`config.mk`:
```
export PLATFORM = sky130hd
export DESIGN_NAME = muldiv_unit
export DESIGN_NICKNAME = d
export VERILOG_FILES = /design/src/rtl/muldiv_unit.sv
export SDC_FILE = /design/constraint.sdc
export NUM_CORES = 1
export LEC_CHECK = 0
export ABC_AREA = 1
export CORE_MARGIN = 4
export CORE_UTILIZATION = 36
export DETAILED_ROUTE_END_ITERATION = 8
export RECOVER_POWER = 100
export SETUP_SLACK_MARGIN = 0.02
export SLEW_MARGIN = 40
export SYNTH_ARGS = -nofsm -noshare
export SYNTH_HDL_FRONTEND = slang
export SYNTH_SLANG_ARGS = --single-unit
```
`constraint.sdc`:
```
create_clock -name clk -period 2.3 [get_ports clk]
set_input_delay 0.46 -clock clk [delete_from_list [all_inputs] [get_ports clk]]
set_output_delay 0.46 -clock clk [all_outputs]
set_load 0.005 [all_outputs]
```
`src/rtl/muldiv_unit.sv`:
```
// rtl/muldiv_unit.sv - multi-cycle multiply/divide unit with HI/LO registers
module muldiv_unit #(
    parameter int WIDTH = 32
) (
    input  logic             clk,
    input  logic             reset,
    input  logic             start,
    input  logic [2:0]       op,
    input  logic [WIDTH-1:0] a,
    input  logic [WIDTH-1:0] b,
    output logic             busy,
    output logic             done,
    output logic [WIDTH-1:0] hi,
    output logic [WIDTH-1:0] lo
);

    localparam int CW = (WIDTH > 1) ? $clog2(WIDTH) : 1;
    localparam logic [CW-1:0] CNT_LAST = CW'(WIDTH - 1);

    typedef enum logic [1:0] {
        IDLE = 2'd0,
        RUN  = 2'd1,
        FIX  = 2'd2,
        DONE = 2'd3
    } state_t;

    state_t state, state_next;

    // acc holds {partial product, multiplier} for MUL and {remainder, dividend/quotient} for DIV
    logic [2*WIDTH-1:0] acc;
    logic [WIDTH-1:0]   opb;
    logic [CW-1:0]      cnt;
    logic               is_div;
    logic               neg_res;
    logic               neg_rem;
    logic               div_zero;
    logic [WIDTH-1:0]   hi_q;
    logic [WIDTH-1:0]   lo_q;

    logic               accept;
    logic               mt_write;
    logic               a_neg;
    logic               b_neg;
    logic [WIDTH-1:0]   a_mag;
    logic [WIDTH-1:0]   b_mag;
    logic [WIDTH:0]     mul_sum;
    logic [WIDTH:0]     div_trial;
    logic               div_ok;
    logic [2*WIDTH-1:0] mul_next;
    logic [2*WIDTH-1:0] div_next;
    logic [2*WIDTH-1:0] prod;
    logic [WIDTH-1:0]   quo;
    logic [WIDTH-1:0]   rem;
    logic [WIDTH-1:0]   fix_hi;
    logic [WIDTH-1:0]   fix_lo;

    assign accept   = (state == IDLE) && start && !op[2];
    assign mt_write = (state == IDLE) && start && (op[2:1] == 2'b10);

    // Signed ops use magnitudes; an unsigned WIDTH-bit magnitude already holds
    // 2^(WIDTH-1), so the most-negative operand needs no extra bit.
    assign a_neg = !op[0] && a[WIDTH-1];
    assign b_neg = !op[0] && b[WIDTH-1];
    assign a_mag = a_neg ? (~a + 1'b1) : a;
    assign b_mag = b_neg ? (~b + 1'b1) : b;

    // Shift-add step: add the multiplicand into the upper half when the
    // current multiplier bit is set, then shift the whole accumulator right.
    assign mul_sum  = {1'b0, acc[2*WIDTH-1:WIDTH]} + (acc[0] ? {1'b0, opb} : {(WIDTH+1){1'b0}});
    assign mul_next = {mul_sum, acc[WIDTH-1:1]};

    // Restoring step: remainder never reaches the divisor, so the trial
    // difference fits in WIDTH+1 bits and its top bit is the borrow.
    assign div_trial = {acc[2*WIDTH-1:WIDTH], acc[WIDTH-1]} - {1'b0, opb};
    assign div_ok    = !div_trial[WIDTH];
    assign div_next  = div_ok ? {div_trial[WIDTH-1:0], acc[WIDTH-2:0], 1'b1}
                              : {acc[2*WIDTH-2:0], 1'b0};

    // Sign correction. A zero divisor yields quotient all ones and a remainder
    // equal to |a|, which the dividend-sign rule turns back into a.
    assign prod   = neg_res ? (~acc + 1'b1) : acc;
    assign quo    = acc[WIDTH-1:0];
    assign rem    = acc[2*WIDTH-1:WIDTH];
    assign fix_lo = !is_div ? prod[WIDTH-1:0]
                  : div_zero ? {WIDTH{1'b1}}
                  : neg_res  ? (~quo + 1'b1) : quo;
    assign fix_hi = !is_div ? prod[2*WIDTH-1:WIDTH]
                  : neg_rem  ? (~rem + 1'b1) : rem;

    // State register
    always_ff @(posedge clk) begin
        if (reset) begin
            state <= IDLE;
        end else begin
            state <= state_next;
        end
    end

    // Next-state logic
    always_comb begin
        state_next = state;
        case (state)
            IDLE: if (accept) state_next = RUN;
            RUN:  if (cnt == CNT_LAST) state_next = FIX;
            FIX:  state_next = DONE;
            DONE: state_next = IDLE;
            default: state_next = IDLE;
        endcase
    end

    // Operand capture, iteration datapath and HI/LO write-back
    always_ff @(posedge clk) begin
        if (reset) begin
            acc      <= '0;
            opb      <= '0;
            cnt      <= '0;
            is_div   <= 1'b0;
            neg_res  <= 1'b0;
            neg_rem  <= 1'b0;
            div_zero <= 1'b0;
            hi_q     <= '0;
            lo_q     <= '0;
        end else begin
            if (accept) begin
                acc      <= {{WIDTH{1'b0}}, a_mag};
                opb      <= b_mag;
                cnt      <= '0;
                is_div   <= op[1];
                neg_res  <= a_neg ^ b_neg;
                neg_rem  <= a_neg;
                div_zero <= (b == '0);
            end else if (state == RUN) begin
                acc <= is_div ? div_next : mul_next;
                cnt <= cnt + 1'b1;
            end

            if (state == FIX) begin
                hi_q <= fix_hi;
                lo_q <= fix_lo;
            end else if (mt_write) begin
                if (op[0]) begin
                    lo_q <= a;
                end else begin
                    hi_q <= a;
                end
            end
        end
    end

    assign busy = (state != IDLE);
    assign done = (state == DONE);
    assign hi   = hi_q;
    assign lo   = lo_q;

endmodule

```
Word-level counts from Yosys, hierarchy flattened. Cells that the tools add are included.

Flip-flop bits (word level): 171. Output and inout bits: 66.

$add $sub $neg: 8. Equal/unequal tests: 8. Multiplexer cells: 22. Bitwise logic cells: 6. Reductions and logical operators: 17.

Operators with widths (number): $mux 32 (16); $mux 64 (3); $add 32x1->32 const B (4); $not 32->32 (4); $add 64x1->64 const B (1); $not 64->64 (1); $add 32x32->33 (1); $sub 33x32->33 (1); $logic_not 32->1 (1); $pmux 2 s4 (1); $reduce_bool 2->1 (4); $eq 2x2->1 const B (3); $reduce_and 2->1 (3); $add 5x1->5 const B (1); $eq 5x5->1 const B (1); $logic_and 1x1->1 (5); $mux 2 (2); $ne 2x2->1 const B (2); $eq 2x1->1 const B (1); $logic_not 1->1 (2); $logic_not 2->1 (1); $ne 2x1->1 const B (1); $reduce_or 2->1 (1); $xor 1x1->1 (1).

Depth between registers and ports, before layout.
Word-level depth: 6. Gate-level depth with buffers: 19. Gate-level depth less buffers: 18.

Worst setup path after synthesis. Ideal clock, no wire load.

Path kind: reg-to-reg. From: reg acc[0]. To: reg acc[59]. Arrival time: 2249 ps. Required time: 2181 ps. Slack: -68 ps. Cell stages (with the launch flop): 18. Path buffers: 2. Period minus slack after synthesis: 2368 ps. Cell sequence: dfxtp_1 buf_2 clkbuf_1 nand2_1 inv_1 ha_1 fa_1 nand2_1 a21oi_1 nand2_1 nand2_1 nand2_1 nand2_1 nand2_1 a21oi_1 nor2_1 nor2_1 a21oi_1.

Word-level cells in the longest chain between the ends: 3.

RTL lines: start: declaration (RTL line 30) `logic [2*WIDTH-1:0] acc;`; start signal: assignment (RTL line 125) `acc <= {{WIDTH{1'b0}}, a_mag};`; start signal: assignment (RTL line 133) `acc <= is_div ? div_next : mul_next;`; $mux 32 (RTL line 69) `assign mul_sum = {1'b0, acc[2*WIDTH-1:WIDTH]} + (acc[0] ? {1'b0, opb} : {(WIDTH+1){1'b0}});`; $add 32x32->33 (RTL line 69); $mux 64 (RTL line 133).

Every way passes these cells. A chain may end at the register's enable or synchronous reset.

Worst setup path after layout.
From: reg acc[35]. To: reg acc[53].

Word-level cells in the longest chain between the ends: 3.

RTL lines: $sub 33x32->33 (RTL line 74) `assign div_trial = {acc[2*WIDTH-1:WIDTH], acc[WIDTH-1]} - {1'b0, opb};`; $mux 64 (RTL line 76) `assign div_next = div_ok ? {div_trial[WIDTH-1:0], acc[WIDTH-2:0], 1'b1}`; $mux 64 * (RTL line 133).

Every way passes the cells marked *; elsewhere a longest branch is shown, timed or not.

==> metrics.cfg <==
[clock_tree]
root_buffer = clkbuf_16
htree_levels = 4
hold_buffers = 0
clk_path_buf_depth = 2
cts_made_buffers = 17
path_clk_slew_ns = 0.08
cts_sinks = 171
cts_tree = built
worstSkewPairLatency_ns = 0.49

[placed_design]
place_area_mm2 = 0.02244
port_buffers = 135
dp_hpwl_mm = 65.05
globalplace.congestion = 1.028

[power]
power_per_cell_area_mw_per_mm2 = 1286
p_comb_frac = 0.757
switching_share = 0.5409
clockPowerShare = 0.097
leakagePower_uw = 0.01255
seqPwrFrac = 0.146
finalPower_uw = 32880
power_switching_uw = 17780
ir_worst_vdd_uv = 1095
intPower_uw = 15100

[die]
core_area_mm2 = 0.04785
start_util = 0.3656
ioPinCount = 136
dieArea_mm2 = 0.05219
die_x_um = 228.4
rows = 80
die_h_um = 228.4

[route]
wirelength_mm = 83.86
vias = 22882
drt_iter0_markers = 2642
drt_pass1_iterations = 6
vias_per_cell = 5.331
wl_per_cell_um = 19.54
route.detailed.drc = 0
antenna_left = 0

[min_path]
hold_class = input pin to flop

[worst_setup_path]
cp_max_fo = 7
start_kind = flop
critPathArrivalTime_ns = 2.80
path_cells = ha_1 > buf_4 > nand2_2 > nor2_2 > nand2_2 > nand2_2 > nand2_2 > nand2_4 > nand2_4 > nand2_4 > nand2_4 > nand2_8 > buf_12 > nand2_1 > nand3_1 > a21oi_1
cp_num_buf_inv = 2
cpPeakStageDelay_ns = 0.51
r2r_slack_ns = -0.1
required_ns = 2.71
endpoint_kind = flop
criticalPathCategory = flop to flop
crit_family = simple AND/OR/NAND/NOR gates
slowest_stage = dfxtp_1

[run_status]
status = complete, but fails checks
violations = setup timing

[job]
maxCapViolCount = 0

[synth]
async_flop_share = 0
synth-edff-count = 0
synthCells = 3176
ys_ff_latch = 171
ys_seq_area_frac = 0.1957
syn_area_mm2 = 0.01749
yosys_warnings = 0
synth_flop_cell = dfxtp_1
postSynthNetCount = 3323
synth_cell_types = 51
syn_area_per_cell_um2 = 5.508

[timing]
finClkSkew_ns = 0.01315
setup_viol = 31
max-slew-margin-rel = 0.6025
drv_slew = 0
fin_crit_sh = 1.042
tightest_slew_ns = 0.5963
rsz0062_at_grt = true
timing.final.crit_period_ns = 2.397
worst_hold_slack_ns = 0.3354
fmax_mhz = 417.1
hold_viol = 0
final.setup.worst_slack_ns = -0.09725

[global_route]
grt_max_degree = 100
antenna_found_initial = 0
grt_pass1_vias = 20711
gr-total-overflow = 0
grt_usage = 0.3012
grt_pass1_wl_mm = 123.2

[layout]
final_util = 0.5343
syn_to_final_growth_pct = 46.12
diodes = 0
layout_commonest_cell = nand2_1
final_cell_mix = nand2_1, inv_1, buf_4
final_nets = 3811
fin_area_mm2 = 0.02556
drive_gt1_frac = 0.2622

-- metrics by stage --
stage,setup WS (ns),instances,setup TNS (ns)
2_1_floorplan,0.03508,3176,0
3_3_place_gp,-0.3743,4229,-14.66
3_5_place_dp,-0.3523,4229,-14.34
4_1_cts,-0.1103,4266,-1.502
5_1_grt,-0.2228,4292,-4.940
6_report,-0.09725,4292,-1.841
-- metal layers --
metal / GRT usage / up-vias / wire [µm]
li1: - / 11145 / -
met1: 0.4022 / 10533 / 35520
met2: 0.4761 / 1013 / 36750
met3: 0.04761 / 191 / 6731
met4: 0.1427 / 0 / 4858
met5: 0 / - / 0
-- area by class of cell --
cell class / instances / area (µm²)
clock buffer: 17 / 425.4
multi-input combinational: 2361 / 13570
timing repair buffer: 579 / 5040
fill: 4888 / 22280
clock inverter: 15 / 178.9
sequential: 171 / 3546
inverter: 534 / 2029
tap: 615 / 769.5
-- what timing repair did --
| item | 4_1_cts | 5_1_grt |
|---|---|---|
| endpoints found under the setup margin | 61 | 97 |
| buffers inserted | 4 | 20 |
| resized for setup | 183 | 380 |
| pin swaps | 19 | 108 |
| cloned | 1 | 6 |
-- power groups by stage --
| stage | logic [µW] | clock network (µW) | registers (µW) |
|---|---|---|---|
| 2_1_floorplan | 12700 | 0 | 4260 |
| 3_3_place_gp | 21000 | 0 | 4650 |
| 3_5_place_dp | 21000 | 0 | 4640 |
| 4_1_cts | 21700 | 3200 | 4680 |
| 5_1_grt | 26800 | 3300 | 4850 |
| 6_report | 24900 | 3190 | 4810 |
-- cell usage after synthesis (10+ instances only) --
| cell type | instances | area share |
|---|---|---|
| nand2_1 | 981 | 0.21 |
| inv_1 | 527 | 0.11 |
| nor2_1 | 275 | 0.059 |
| nand3_1 | 257 | 0.074 |
| o21ai_0 | 241 | 0.069 |
| a21oi_1 | 192 | 0.055 |
| dfxtp_1 | 171 | 0.20 |
| ha_1 | 75 | 0.054 |
| clkbuf_1 | 69 | 0.015 |
| a31oi_1 | 42 | 0.015 |
| nor3_1 | 41 | 0.012 |
| xor2_1 | 40 | 0.020 |
| nand4_1 | 37 | 0.013 |
| o22ai_1 | 21 | 0.0075 |
| buf_2 | 20 | 0.0057 |
| nand2_2 | 19 | 0.0068 |
| a22o_1 | 16 | 0.0080 |
| buf_1 | 14 | 0.0030 |
| nor2_2 | 13 | 0.0046 |
| nand3b_1 | 12 | 0.0051 |
| o211ai_1 | 12 | 0.0051 |
| o31ai_1 | 10 | 0.0043 |
-- sequential cells by signal, summed over array words and instances, names as in the netlist --
name / cells
opb: 32
neg_res: 1
div_zero: 1
lo: 32
hi: 32
state: 2
neg_rem: 1
acc: 64
cnt: 5
is_div: 1
-- path summary, 6_finish.rpt --
check | cells after the start | end | startpoint
max reg2reg | 16 | acc[53] | acc[35]
min reg2reg | 2 | cnt[4] | cnt[4]
min | 2 | neg_res | reset
max | 16 | acc[53] | acc[35]
-- logic make-up after synthesis --
| logic type | count (synthesis) | share of synthesized area |
|---|---|---|
| adder cells (fa/ha/maj) | 77 | 0.05593 |
| flip-flops | 171 | 0.1957 |
| XOR/XNOR | 45 | 0.02253 |
| AND/OR/NAND/NOR | 1665 | 0.4003 |
| AO/OA/AOI/OAI | 574 | 0.1822 |
| buffers and inverters | 644 | 0.1433 |
Power figures use the tool's default switching activity.
